## src/rtl/sha256_nonce_scanner.sv

```systemverilog
// Nonce scanner wrapped around a pipelined single-block SHA-256 core.
// Feeds one candidate block per cycle (template with message word 2 replaced
// by the nonce), tracks each nonce through the fixed hash latency and holds
// digests with enough leading zero bits in a valid/ready result register.
//
// Ports:
//   clk_i, rst_ni          clock, asynchronous active-low reset
//   start_i, abort_i       scan request (IDLE only) / scan abort (ISSUE, DRAIN)
//   msg_template_i         padded 512-bit block, word 0 in [511:480]
//   nonce_start_i/end_i    inclusive nonce range, may wrap through 0
//   core_input_o           candidate block to the hash core
//   core_hash_i            digest from the hash core, H0 in [255:224]
//   busy_o, done_o         scan in progress / one-cycle completion pulse
//   found_valid_o/ready_i  result handshake
//   found_nonce_o/hash_o   held hit
//   drop_cnt_o             saturating count of hits lost to a full register
module sha256_nonce_scanner #(
  parameter int unsigned HASH_LATENCY = 64,
  parameter int unsigned ZERO_BITS    = 16,
  parameter int unsigned DROP_W       = 8
) (
  input  logic              clk_i,
  input  logic              rst_ni,
  input  logic              start_i,
  input  logic              abort_i,
  input  logic [511:0]      msg_template_i,
  input  logic [31:0]       nonce_start_i,
  input  logic [31:0]       nonce_end_i,
  output logic [511:0]      core_input_o,
  input  logic [255:0]      core_hash_i,
  output logic              busy_o,
  output logic              done_o,
  output logic              found_valid_o,
  input  logic              found_ready_i,
  output logic [31:0]       found_nonce_o,
  output logic [255:0]      found_hash_o,
  output logic [DROP_W-1:0] drop_cnt_o
);

  localparam int unsigned CntW = $clog2(HASH_LATENCY + 1);

  typedef enum logic [1:0] {StIdle, StIssue, StDrain, StFin} state_e;

  state_e            state_q, state_d;
  logic [511:0]      tmpl_q, tmpl_d;
  logic [31:0]       cur_q, cur_d;
  logic [31:0]       end_q, end_d;
  logic [511:0]      core_input_q, core_input_d;
  logic              issue_vld_q, issue_vld_d;
  logic [CntW-1:0]   drain_q, drain_d;
  logic              clear_dl;

  logic              found_valid_q, found_valid_d;
  logic [31:0]       found_nonce_q, found_nonce_d;
  logic [255:0]      found_hash_q, found_hash_d;
  logic [DROP_W-1:0] drop_cnt_q, drop_cnt_d;

  // issue_vld_q tags the nonce currently on core_input_q; the delay line
  // proper starts one stage later, so its last entry lines up with core_hash_i.
  logic [HASH_LATENCY-1:0] dl_vld_q;
  logic [31:0]             dl_nonce_q [HASH_LATENCY];

  logic tap_vld, zero_ok, hit;
  logic unused_tmpl;

  assign unused_tmpl = ^tmpl_q[447:416];

  // Scan control
  always_comb begin
    state_d      = state_q;
    tmpl_d       = tmpl_q;
    cur_d        = cur_q;
    end_d        = end_q;
    core_input_d = core_input_q;
    issue_vld_d  = 1'b0;
    drain_d      = drain_q;
    clear_dl     = 1'b0;
    unique case (state_q)
      StIdle: begin
        if (start_i) begin
          tmpl_d  = msg_template_i;
          cur_d   = nonce_start_i;
          end_d   = nonce_end_i;
          state_d = StIssue;
        end
      end
      StIssue: begin
        if (abort_i) begin
          clear_dl = 1'b1;
          state_d  = StIdle;
        end else begin
          core_input_d = {tmpl_q[511:448], cur_q, tmpl_q[415:0]};
          issue_vld_d  = 1'b1;
          cur_d        = cur_q + 32'd1;
          if (cur_q == end_q) begin
            drain_d = CntW'(HASH_LATENCY);
            state_d = StDrain;
          end
        end
      end
      StDrain: begin
        if (abort_i) begin
          clear_dl = 1'b1;
          state_d  = StIdle;
        end else if (drain_q == '0) begin
          state_d = StFin;
        end else begin
          drain_d = drain_q - CntW'(1);
        end
      end
      StFin: state_d = StIdle;
    endcase
  end

  always_ff @(posedge clk_i or negedge rst_ni) begin
    if (!rst_ni) begin
      state_q      <= StIdle;
      tmpl_q       <= '0;
      cur_q        <= '0;
      end_q        <= '0;
      core_input_q <= '0;
      issue_vld_q  <= 1'b0;
      drain_q      <= '0;
    end else begin
      state_q      <= state_d;
      tmpl_q       <= tmpl_d;
      cur_q        <= cur_d;
      end_q        <= end_d;
      core_input_q <= core_input_d;
      issue_vld_q  <= issue_vld_d;
      drain_q      <= drain_d;
    end
  end

  // Nonce/valid delay line
  always_ff @(posedge clk_i or negedge rst_ni) begin
    if (!rst_ni) begin
      dl_vld_q <= '0;
      for (int i = 0; i < int'(HASH_LATENCY); i++) dl_nonce_q[i] <= '0;
    end else begin
      dl_vld_q[0]   <= issue_vld_q & ~clear_dl;
      dl_nonce_q[0] <= core_input_q[447:416];
      for (int i = 1; i < int'(HASH_LATENCY); i++) begin
        dl_vld_q[i]   <= dl_vld_q[i-1] & ~clear_dl;
        dl_nonce_q[i] <= dl_nonce_q[i-1];
      end
    end
  end

  assign tap_vld = dl_vld_q[HASH_LATENCY-1];

  if (ZERO_BITS == 0) begin : g_any
    assign zero_ok = 1'b1;
  end else begin : g_zero
    assign zero_ok = (core_hash_i[255 -: ZERO_BITS] == '0);
  end

  assign hit = tap_vld & zero_ok;

  // Result register; a hit in a handshake cycle replaces the accepted one.
  always_comb begin
    found_valid_d = found_valid_q;
    found_nonce_d = found_nonce_q;
    found_hash_d  = found_hash_q;
    drop_cnt_d    = drop_cnt_q;
    if (hit) begin
      if (!found_valid_q || found_ready_i) begin
        found_valid_d = 1'b1;
        found_nonce_d = dl_nonce_q[HASH_LATENCY-1];
        found_hash_d  = core_hash_i;
      end else if (drop_cnt_q != '1) begin
        drop_cnt_d = drop_cnt_q + DROP_W'(1);
      end
    end else if (found_valid_q && found_ready_i) begin
      found_valid_d = 1'b0;
    end
  end

  always_ff @(posedge clk_i or negedge rst_ni) begin
    if (!rst_ni) begin
      found_valid_q <= 1'b0;
      found_nonce_q <= '0;
      found_hash_q  <= '0;
      drop_cnt_q    <= '0;
    end else begin
      found_valid_q <= found_valid_d;
      found_nonce_q <= found_nonce_d;
      found_hash_q  <= found_hash_d;
      drop_cnt_q    <= drop_cnt_d;
    end
  end

  assign core_input_o  = core_input_q;
  assign busy_o        = (state_q == StIssue) || (state_q == StDrain);
  assign done_o        = (state_q == StFin);
  assign found_valid_o = found_valid_q;
  assign found_nonce_o = found_nonce_q;
  assign found_hash_o  = found_hash_q;
  assign drop_cnt_o    = drop_cnt_q;

endmodule

```

## config.mk

```make
export PLATFORM = sky130hd
export DESIGN_NAME = sha256_nonce_scanner
export DESIGN_NICKNAME = d
export VERILOG_FILES = /design/src/rtl/sha256_nonce_scanner.sv
export SDC_FILE = /design/constraint.sdc
export NUM_CORES = 2
export LEC_CHECK = 0
export BUFFER_PORTS_ARGS = -buffer_cell sky130_fd_sc_hd__buf_2
export CORE_ASPECT_RATIO = 0.7
export CORE_MARGIN = 2
export CORE_UTILIZATION = 25
export DETAILED_ROUTE_END_ITERATION = 16
export SYNTH_ARGS = -nofsm -noshare
export SYNTH_HDL_FRONTEND = slang
export SYNTH_SLANG_ARGS = --single-unit
export TNS_END_PERCENT = 100
```

## constraint.sdc

```tcl
create_clock -name clk_i -period 3.8 [get_ports clk_i]
set_input_delay 0.76 -clock clk_i [delete_from_list [all_inputs] [get_ports clk_i]]
set_output_delay 0.76 -clock clk_i [all_outputs]
set_load 0.03 [all_outputs]
```

Yosys cells after proc, flatten, opt, wreduce, memory -nomap -nowiden
Index checks and enable logic that the tools add are counted.
Word-level totals
  word-level logic and storage cells: 200
  output and inout bits: 811
  input port bits: 837
  register bits after elaboration: 3507
Operators by class
  $add $sub $neg: 3
  mux-type cells: 21
  eq/ne operators: 13
  reduce and logical (&&, ||, !) cells: 19
  bitwise gates (word level): 68
Operator list (number)
  $and A1 B1 Y1: 65
  $mux W32: 2
  $pmux W32 S2: 1
  $add A32 B1 Y32 const B: 1
  $eq A32 B32 Y1: 1
  $mux W7: 4
  $logic_not A16 Y1: 1
  $pmux W7 S2: 1
  $mux W2: 5
  $ne A2 B2 Y1 const B: 5
  $reduce_and A3 Y1: 3
  $add A8 B1 Y8 const B: 1
  $ne A8 B8 Y1 const B: 1
  $pmux W2 S4: 1
  $reduce_and A2 Y1: 4
  $logic_not A7 Y1: 1
  $mux W1: 7
  $sub A7 B1 Y7 const B: 1
  $ne A3 B3 Y1 const B: 2
  $reduce_bool A2 Y1: 3
  $reduce_and A5 Y1: 1
  $eq A2 B2 Y1 const B: 2
  $not A1 Y1: 3
  $eq A2 B1 Y1 const B: 1
  other kinds (6): 7

Logic depth before layout (Yosys ltp)
  depth after elaboration: 5
  depth in mapped cells: 10
  mapped depth without buffers: 7

Worst setup path before layout
Ideal clock, no wire load.
  kind: in2reg
  start: input core_hash_i[241]
  end: register found_hash_q[110] (netlist: found_hash_o[110])
  setup time: 0.127 ns
  data required time: 3.673 ns
  stages: 7
  setup slack: 0.986 ns
  path buffers: 3
  data arrival time: 2.687 ns
  cells stage by stage: or4_1 -> or4_4 -> nor2b_2 -> buf_6 -> buf_12 -> buf_12 -> mux2_1
Between the ends
  cells in the longest elaborated chain, start to end: 3
RTL lines
  start, declared: line 30  | input logic [255:0] core_hash_i,
  $logic_not A16 Y1: line 155  | assign zero_ok = (core_hash_i[255 -: ZERO_BITS] == '0);
  $and A1 B1 Y1: line 158  | assign hit = tap_vld & zero_ok;
  $reduce_and A2 Y1 (no source line)
  end signal, assigned: line 188  | found_hash_q <= found_hash_d;
  end, declared: line 55  | logic [255:0] found_hash_q, found_hash_d;
No other way between the ends.
A chain may end at the register's enable or synchronous reset.

Final worst setup path
  start: register state_q[0]
  end: output busy_o
Between the ends
  cells in the longest elaborated chain, start to end: 2
  elaborated cells between the ends (all ways): 3
  classes of those cells: eq/ne: 2; reduce/logical: 1
RTL lines
  start, declared: line 44  | state_e state_q, state_d;
  start signal, assigned: line 117  | state_q <= StIdle;
  start signal, assigned: line 125  | state_q <= state_d;
  $eq A2 B1 Y1 / $eq A2 B2 Y1 (equally long branches): line 194  | assign busy_o = (state_q == StIssue) || (state_q == StDrain);
  $logic_or A1 B1 Y1 (*): line 194
  end, declared: line 31  | output logic busy_o,
Mark *: on every way between the ends. The rest lies on a longest branch, timed or not.

==> impl_metrics.py <==
metrics = {
    "timing": {
        "hold_viol": 0,
        "relSlewSlack": 0.203,
        "rsz0062_at_grt": "false",
        "tightest_slew_ns": 1.20,
        "fin_setup_tns_ns": 0,
        "finalClockSkew_ns": 0.0731,
        "finalSetupViolCount": 0,
        "min_period_ns": 2.89,
        "fmax_mhz": 346,
        "slew_viol_final": 0,
        "fin_crit_sh": 0.761,
        "worst_hold_slack_ns": 0.109,
    },
    "synthesis": {
        "post-synth-top-area-fraction": 0.819,
        "avgSynthCellArea_sq_um": 16.5,
        "synth_area_sq_um": 106000,
        "synthCells": 6427,
        "synthArstFlopShare": 1.00,
        "synth-seq-cells": 3475,
        "yosys.area.top_type": "dfrtp_1",
        "synthTopCellsByArea": "dfrtp_1 82%, mux2_2 6.2%, nand2_1 5.5%",
        "synth_top_flop_cell": "dfrtp_1",
        "yosysWarnings": 0,
        "ys_types": 46,
        "yosysSeqAreaShare": 0.819,
        "synth_nets": 7273,
        "synth_enable_flop_cells": 0,
    },
    "worst_hold_path": {
        "hold_path.class": "input pin to flop",
    },
    "clock_tree": {
        "cts_made_buffers": 331,
        "cts_resized": 0,
        "clockRootBuffer": "clkbuf_16",
        "ctsHoldBuffers": 574,
        "cts.sinks": 3475,
        "cts_tree": "done",
        "cts_max_path_buffers": 4,
        "clock_latency_ns": 0.95,
        "post_cts_buffers": 0,
        "clkTransAtPathRegs_ns": 0.06,
        "h-tree-depth": 5,
    },
    "global_route": {
        "antenna_found_initial": 165,
        "grt_max_degree": 179,
        "grt_pass1_wl_microns": 461000,
        "overflow": 0,
        "grt_util_all_layers": 0.150,
        "grt_pass1_vias": 60300,
    },
    "power_and_ir_drop": {
        "powerDensity_nw_per_um2": 797,
        "leakage_nw": 69.8,
        "ir_drop_uv": 466,
    },
    "place": {
        "dpl_cell_area_sq_um": 122000,
        "hpwl_microns": 242000,
        "place.gp.congestion": 0.922,
        "portBuffers": 1615,
    },
    "outcome": {
        "status": "finished, final reports clean",
    },
    "floorplan": {
        "dieArea_sq_um": 430000,
        "core_sq_um": 423000,
        "start_util": 0.251,
        "io_pins": 1648,
        "fp.dieH_microns": 549,
        "die_w_microns": 783,
        "rows": 200,
    },
    "flow_run": {
        "cap_viol_max_count": 0,
    },
    "layout": {
        "fin_area_sq_um": 139000,
        "nNetsFinal": 9729,
        "area_growth_pct": 31.1,
        "fillers": 41300,
        "fin_util": 0.329,
        "layout-drive-gt1-share": 0.340,
    },
    "detailed_routing": {
        "first_pass_iters": 5,
        "finalWirelength_microns": 330000,
        "drt_iter0_drc": 4477,
        "wl_per_cell_microns": 22.2,
        "dr_total_vias": 58900,
        "ant_nets": 0,
        "drc": 0,
        "viasPerCell": 3.97,
    },
    "worst_setup_path": {
        "cp-end-kind": "output port",
        "path_max_fanout": 4,
        "crit_arrival_ns": 2.13,
        "crit_required_ns": 3.04,
        "crit_type": "flop to output port",
        "startpoint_type": "flop",
    },
}
==> final timing paths <==
check,startpoint,to,cells past startpoint,slack (ns)
setup / recovery,state_q[0],busy_o,3,0.91
hold / removal,msg_template_i[8],tmpl_q[8],2,0.11
setup reg to reg,dl_vld_q[63],found_hash_o[54],7,1.06
hold reg to reg,dl_nonce_q[1092],dl_nonce_q[1060],0,0.30
max in group asynchronous,rst_ni,dl_nonce_q[353],4,1.86
min in group asynchronous,rst_ni,found_hash_o[245],2,0.38
==> routing by layer <==
layer,track usage,wire [microns],vias up
li1,-,-,25600
met1,0.174,122000,30100
met2,0.246,157000,2276
met3,0.0446,26100,872
met4,0.0892,24900,24
met5,0,145,-
==> synthesized netlist by cell type, types with 19 or more instances <==
cell type and instances:
and3_1 19, mux2_2 588, clkbuf_1 201, nand3_1 24, mux2_4 196, xnor2_1 38
o22ai_1 26, and2_1 64, a21oi_1 31, nand2_1 1569, buf_12 22, dfrtp_1 3475
==> state kept, by name, indices dropped and copies added, names as in the netlist <==
signal and cells:
tmpl_q 480, issue_vld_q 1, drain_q 7, dl_nonce_q 2048, dl_vld_q 64, found_hash_o 256, found_valid_o 1, drop_cnt_o 8
end_q 32, core_input_o 512, state_q 2, cur_q 32, found_nonce_o 32
==> metrics by stage <==
stage / cells / worst slack [ns] / power (mW)
after floorplan: 6427 / 0.986 / 66.4
after global placement: 13600 / 0.347 / 77.0
after detailed placement: 13600 / 0.355 / 77.6
after CTS: 14800 / 0.745 / 113
after global routing: 14800 / 0.768 / 116
final: 14900 / 0.908 / 111
==> cells in the final DEF, fill, tap and decap left out, types with 38 or more instances in the layout <==
| cell | count |
|---|---|
| clkbuf_1 | 73 |
| buf_12 | 61 |
| mux2_4 | 196 |
| mux2_2 | 588 |
| buf_2 | 1614 |
| xnor2_1 | 38 |
| clkinv_2 | 50 |
| dlygate4sd3_1 | 574 |
| nand2_1 | 1567 |
| buf_4 | 112 |
| and2_1 | 64 |
| clkbuf_8 | 71 |
| diode_2 | 43 |
| clkbuf_16 | 332 |
| dfrtp_1 | 3475 |
==> power by group <==
group	switching (mW)	total, mW	internal [mW]
clock	14.7	33.6	18.9
sequential	5.41	54.6	49.2
combinational	15.3	22.7	7.36
==> critical path: stages (launching register included) <==
cell and delay, ns:
dfrtp_1 0.40, inv_1 0.10, ha_1 0.45, buf_2 0.27
==> logic make-up (layout without fill, tap and decap cells) <==
logic type               after synthesis  after routing  share of synthesized area
AO/OA/AOI/OAI                         92             92                    0.00541
XOR/XNOR                              39             39                    0.00322
adder cells (fa/ha/maj)                9              9                    0.00106
buffers and inverters                247           2971                     0.0125
flip-flops                          3475           3475                      0.819
multiplexers                         806            806                     0.0922
other                                  0             43                          0
AND/OR/NAND/NOR                     1759           1759                     0.0663
==> final cells by class <==
cell class | count | area [sq um] | area share
Inverter | 9 | 41.3 | 0.000297
Clock buffer | 476 | 9560 | 0.0687
Multi-Input combinational cell | 2705 | 17900 | 0.129
Timing Repair Buffer | 2361 | 15900 | 0.114
Clock inverter | 125 | 1630 | 0.0117
Tap cell | 5656 | 7080 | 0.0509
Sequential cell | 3475 | 87000 | 0.625
Antenna cell | 43 | 108 | 0.000773
No activity file was read; power rests on OpenSTA's default activity.
